[config.mk]
export PLATFORM = sky130hd
export DESIGN_NAME = hash_partitioner
export DESIGN_NICKNAME = d
export VERILOG_FILES = /design/src/rtl/hash_partitioner.sv
export SDC_FILE = /design/constraint.sdc
export NUM_CORES = 1
export LEC_CHECK = 0
export BUFFER_PORTS_ARGS = -buffer_cell sky130_fd_sc_hd__buf_2
export CAP_MARGIN = 30
export CELL_PAD_IN_SITES_DETAIL_PLACEMENT = 1
export CELL_PAD_IN_SITES_GLOBAL_PLACEMENT = 1
export CORE_MARGIN = 8
export CORE_UTILIZATION = 40
export DETAILED_ROUTE_END_ITERATION = 6
export GPL_ROUTABILITY_DRIVEN = 0
export PLACE_DENSITY_LB_ADDON = 0.1
export SETUP_SLACK_MARGIN = 0.4
export SYNTH_ARGS = -nofsm -noshare
export SYNTH_HDL_FRONTEND = slang
export SYNTH_SLANG_ARGS = --single-unit
[constraint.sdc]
create_clock -name clk -period 6.55 [get_ports clk]
set_input_delay 0.3275 -clock clk [delete_from_list [all_inputs] [get_ports clk]]
set_output_delay 0.3275 -clock clk [all_outputs]
set_load 0.01 [all_outputs]
[src/rtl/hash_partitioner.sv]
// Purpose : re-aligns keys with their MurMur hash, tags a partition id and batch-last flag.
// Latency : HASH_LATENCY+1 cycles from s_valid&s_ready to m_valid when not stalled.
// Backpres: the whole pipe (hasher included) freezes while m_valid & ~m_ready; s_ready drops.
//
// Ports: s_key/s_valid/s_ready   input key stream
//        o_hash_key/o_hash_en    drive the external hasher; i_hash returns its result
//        m_key/m_hash/m_part/m_last/m_valid/m_ready   output tuple stream
//        i_flush/o_flush_done    close the current batch early / completion pulse
//        stat_addr/stat_count    per-partition handshake counters (HASH_PART_STATS_EN)
// Optional feature macro: HASH_PART_STATS_EN (per-partition counters; otherwise stat_count = 0).
module hash_partitioner #(
    parameter int KEY_WIDTH    = 32,
    parameter int HASH_WIDTH   = 32,
    parameter int HASH_LATENCY = 6,
    parameter int PART_BITS    = 4,
    parameter int BATCH_SIZE   = 256
) (
    input  logic                  clk,
    input  logic                  rst_n,
    input  logic [KEY_WIDTH-1:0]  s_key,
    input  logic                  s_valid,
    output logic                  s_ready,
    output logic [KEY_WIDTH-1:0]  o_hash_key,
    output logic                  o_hash_en,
    input  logic [HASH_WIDTH-1:0] i_hash,
    output logic [KEY_WIDTH-1:0]  m_key,
    output logic [HASH_WIDTH-1:0] m_hash,
    output logic [PART_BITS-1:0]  m_part,
    output logic                  m_last,
    output logic                  m_valid,
    input  logic                  m_ready,
    input  logic                  i_flush,
    output logic                  o_flush_done,
    input  logic [PART_BITS-1:0]  stat_addr,
    output logic [31:0]           stat_count
);
    localparam int NUM_PART = 2 ** PART_BITS;
    localparam int CNT_W    = (BATCH_SIZE > 1) ? $clog2(BATCH_SIZE) : 1;
    localparam logic [HASH_LATENCY-1:0] TAIL_MASK = HASH_LATENCY'(1) << (HASH_LATENCY - 1);

    typedef enum logic [1:0] {RUN, DRAIN, DONE} state_t;

    state_t                 state, state_nxt;
    logic [KEY_WIDTH-1:0]   dl_key [HASH_LATENCY];
    logic [HASH_LATENCY-1:0] dl_vld;
    logic [CNT_W-1:0]       batch_cnt;

    logic adv, accept, tail_vld, behind_vld, pipe_busy;
    logic closing, cnt_last, flush_last, mark_held;

    // The hasher and the delay line advance in lockstep so key and hash stay aligned.
    assign adv        = ~m_valid | m_ready;
    assign o_hash_en  = adv & rst_n;
    assign s_ready    = adv & (state == RUN) & rst_n;
    assign o_hash_key = s_key;
    assign accept     = s_valid & s_ready;
    assign tail_vld   = dl_vld[HASH_LATENCY-1];

    // Anything still queued behind the tail (including a key entering this cycle).
    assign behind_vld = accept | (|(dl_vld & ~TAIL_MASK));
    assign pipe_busy  = accept | (|dl_vld) | (m_valid & ~m_ready);

    assign closing    = (state == DRAIN) | ((state == RUN) & i_flush);
    assign cnt_last   = (batch_cnt == CNT_W'(BATCH_SIZE - 1));
    assign flush_last = closing & ~behind_vld;
    // Flush arrives while the final tuple is already parked in the output register:
    // it cannot be reloaded, so its last flag is raised in place.
    assign mark_held  = (state == RUN) & i_flush & m_valid & ~m_ready & ~(|dl_vld);

    always_comb begin
        state_nxt    = state;
        o_flush_done = 1'b0;
        unique case (state)
            RUN:     if (i_flush) state_nxt = pipe_busy ? DRAIN : DONE;
            DRAIN:   if (~(|dl_vld) & adv) state_nxt = DONE;
            DONE: begin
                o_flush_done = 1'b1;
                state_nxt    = RUN;
            end
            default: state_nxt = RUN;
        endcase
    end

    always_ff @(posedge clk or negedge rst_n) begin
        if (!rst_n) begin
            state     <= RUN;
            dl_vld    <= '0;
            batch_cnt <= '0;
            m_valid   <= 1'b0;
            m_last    <= 1'b0;
            m_key     <= '0;
            m_hash    <= '0;
            m_part    <= '0;
        end else begin
            state <= state_nxt;
            if (adv) begin
                dl_vld[0] <= accept;
                for (int i = 1; i < HASH_LATENCY; i++) dl_vld[i] <= dl_vld[i-1];
                m_valid <= tail_vld;
                m_key   <= dl_key[HASH_LATENCY-1];
                m_hash  <= i_hash;
                m_part  <= i_hash[HASH_WIDTH-1 -: PART_BITS];
                m_last  <= tail_vld & (cnt_last | flush_last);
            end else if (mark_held) begin
                m_last <= 1'b1;
            end
            if (state == DONE) batch_cnt <= '0;
            else if (adv & tail_vld) batch_cnt <= cnt_last ? '0 : batch_cnt + 1'b1;
        end
    end

    // Key payload needs no reset: its valid bit travels alongside.
    always_ff @(posedge clk) begin
        if (adv) begin
            dl_key[0] <= s_key;
            for (int i = 1; i < HASH_LATENCY; i++) dl_key[i] <= dl_key[i-1];
        end
    end

`ifdef HASH_PART_STATS_EN
    logic [31:0] part_cnt [NUM_PART];

    always_ff @(posedge clk or negedge rst_n) begin
        if (!rst_n) begin
            for (int i = 0; i < NUM_PART; i++) part_cnt[i] <= '0;
            stat_count <= '0;
        end else begin
            for (int i = 0; i < NUM_PART; i++) begin
                if (state == DONE) part_cnt[i] <= '0;
                else if (m_valid & m_ready & (m_part == PART_BITS'(i)) & (part_cnt[i] != 32'hFFFF_FFFF))
                    part_cnt[i] <= part_cnt[i] + 32'd1;
            end
            stat_count <= part_cnt[stat_addr];
        end
    end
`else
    logic unused_stat_addr;
    assign unused_stat_addr = ^stat_addr;
    assign stat_count       = '0;
`endif

endmodule

==> results.py <==
metrics = {
    "floorplan": {
        "dieHeight_um": 171,
        "initial_core_util_pct": 40.7,
        "top_level_ports": 210,
        "die_x_um": 171,
        "row_count": 56,
        "placeableCoreArea_um2": 23500,
        "dieArea_um2": 29100,
    },
    "global_route": {
        "grt.overflow.total": 0,
        "grt_pass1_vias": 5674,
        "grt_max_degree": 163,
        "antenna_found_initial": 0,
        "grtUsageMet3_pct": 3.18,
        "grt_pass1_wl_um": 28400,
        "grtUsageMet1_pct": 13.7,
        "grt_usage_pct": 11.9,
        "use_met2_pct": 21.2,
        "grt-busiest-layer": "met2",
    },
    "critical_path": {
        "slowest_stage": "buf_4",
        "cp-start-kind": "flip-flop",
        "required_ns": 6.22,
        "cp.arrival_ns": 2.61,
        "cp_max_fo": 113,
        "crit_type": "reg -> out",
        "end_kind": "output port",
        "critPathMaxStageDelay_ns": 0.62,
        "crit_chain": "nor2b_4, buf_4, inv_8, and3_1, buf_2",
    },
    "clock_tree": {
        "cts_sinks": 274,
        "worstSkewPairLatency_ns": 0.52,
        "htreeDepth": 1,
        "cts_resized": 0,
        "cts_made_buffers": 29,
        "cts_setup_buffers": 0,
        "holdBufCountCts": 64,
        "ctsLongestPathBuffers": 3,
        "clk_pin_slew_worst_paths_ns": 0.06,
        "cts_tree": "done",
        "cts-root-buf": "clkbuf_16",
    },
    "power": {
        "clkPwrFrac_pct": 30.3,
        "vdd_drop_max_mv": 0.205,
        "swShare_pct": 26.1,
        "power_frac_comb_pct": 14.8,
        "p_seq_share_pct": 54.9,
        "p_per_area_nw_per_um2": 420,
        "switching_power_mw": 1.31,
        "intPower_mw": 3.70,
        "leakage_nw": 5.24,
        "totalPowerFinal_mw": 5.01,
    },
    "route": {
        "via_per_inst": 4.37,
        "routed_wl_um": 17600,
        "first_pass_iters": 4,
        "vias": 5165,
        "drt_iter0_markers": 258,
        "wl_per_cell_um": 14.8,
        "route.antenna.remaining_nets": 0,
        "drc": 0,
    },
    "logic_synthesis": {
        "synth_top_family_by_area": "simple AND/OR/NAND/NOR gates",
        "yosysSeqAreaShare_pct": 81.8,
        "muxShareOfSynthArea_pct": 0,
        "synth_edf_count": 192,
        "synthFlopType": "edfxtp_1",
        "yosys_warnings": 0,
        "syn_inst": 627,
        "synth-simple-area-share_pct": 10.3,
        "synth_fa_ha_area_share_pct": 0.131,
        "synth-async-reset-ratio_pct": 29.9,
        "ys_types": 33,
        "syn-cell-area_um2": 9560,
        "ys_ff_latch": 274,
        "syn_avg_cell_area_um2": 15.2,
        "synthXorXnorAreaFrac_pct": 0.275,
        "synth_compound_area_share_pct": 0.969,
    },
    "final_layout": {
        "layout.nets": 916,
        "area_growth_pct": 24.7,
        "drive_gt1_share_pct": 25.7,
        "multi_input_area_um2": 1250,
        "nFillCells": 2311,
        "final_util_pct": 50.8,
        "final_cell_mix": "nand2_1 (211), edfxtp_1 (192), buf_2 (172), dfrtp_1 (82), dlygate4sd3_1 (64)",
        "insertedDiodeCount": 0,
        "final_common_cell": "nand2_1",
        "seq_area_um2": 7820,
    },
    "outcome": {
        "status": "finished, final reports clean",
    },
    "sta": {
        "hold_violations": 0,
        "slew_headroom_pct": 45.2,
        "final_max_slew_viol_count": 0,
        "finalClockSkew_ns": 0.00684,
        "worstMarginPinSlew_ns": 0.822,
        "finalSetupViolCount": 0,
        "min_period_over_period_pct": 44.8,
        "period_minus_slack_ns": 2.94,
        "grt_setup_unrepaired": "no",
        "setup_ws_ns": 3.61,
        "timing.setup.tns_ns": 0,
        "fmax_mhz": 340,
    },
    "placement": {
        "hpwl_um": 10700,
        "io_buffers": 173,
        "dp_slack_ns": 3.87,
    },
    "job": {
        "cap_violations": 0,
    },
    "min_path": {
        "hp-class": "in -> reg",
    },
}
## critical path: cells and delay by family, from the launching register on
| family | cells | cell delay [ns] |
|---|---|---|
| and+or+nand+nor | 2 | 0.45 |
| DFF | 1 | 0.36 |
| buffers and inverters | 3 | 1.19 |
## final cells by class
class                      instances  area share, %
inverter                           2          0.126
clock inverter                    20           1.29
clock buffer                      33           6.22
timing repair buffer             240           13.0
multi-input combinational        295           10.5
tap                              319           3.35
sequential                       274           65.6
## cells by family (layout without fill, tap and decap cells)
logic type / count (synthesis) / after routing
adders and majority gates: 1 / 1
and+or+nand+nor: 244 / 244
DFF: 274 / 274
AOI/OAI and AO/OA: 15 / 15
other: 1 / 32
buffers and inverters: 89 / 295
xor gates and xnor gates: 3 / 3
## metal layers
layer  up-vias  wire, um
met5         -         0
met1      2493      7110
met2       161      8840
met3        30      1190
met4         0       422
li1       2481         -
## cell usage after synthesis, types with 3 or more instances
master    count  area, um2
nand2_1     211        792
edfxtp_1    192       5770
nand3_1       5       25.0
nand4_1       4       25.0
buf_2         9       45.0
or4_1         3       22.5
xor2_1        3       26.3
a21oi_1       5       25.0
buf_4        68        510
or3_1         3       18.8
clkbuf_1      7       26.3
nor2_1        8       30.0
o21ai_0       4       20.0
dfrtp_1      82       2050
## worst paths after layout
| check | startpoint | end | slack [ns] | cells past startpoint |
|---|---|---|---|---|
| min | i_hash[4] | m_hash[4]$_DFFE_PN0N_ | 0.02 | 3 |
| max reg2reg | m_valid$_DFFE_PN0N_ | dl_key[4][13]$_DFFE_PN_ | 3.86 | 4 |
| max | m_valid$_DFFE_PN0N_ | s_ready | 3.61 | 5 |
| max in group asynchronous | rst_n | m_hash[28]$_DFFE_PN0N_ | 5.17 | 3 |
| min reg2reg | dl_key[0][23]$_DFFE_PN_ | dl_key[1][23]$_DFFE_PN_ | 0.41 | 0 |
| min in group asynchronous | rst_n | m_hash[5]$_DFFE_PN0N_ | 0.24 | 2 |
## sequential cells by signal (all words and copies together) (netlist names)
signal	cells
dl_key	192
m_hash	32
dl_vld	6
m_key	32
batch_cnt	8
state	2
m_valid	1
m_last	1
## power groups by stage
| stage | Sequential, mW | Combinational [mW] | Clock [mW] |
|---|---|---|---|
| floorplan | 2.81 | 0.380 | 0 |
| global placement | 2.75 | 0.708 | 0 |
| detailed placement | 2.79 | 0.734 | 0 |
| CTS | 2.76 | 0.765 | 1.58 |
| global route | 2.81 | 0.835 | 1.64 |
| finish | 2.75 | 0.742 | 1.52 |
## stage by stage
step / cell area, um2 / std cells / hold slack (ns)
6_report: 11900 / 1183 / 0.0183
3_5_place_dp: 10400 / 1066 / 0.247
5_1_grt: 11900 / 1183 / 0.0289
4_1_cts: 11900 / 1183 / 0.00337
2_1_floorplan: 9670 / 658 / 0.0319
3_3_place_gp: 10400 / 1066 / 0.233
Note: power is estimated with default switching activity, not from simulation.
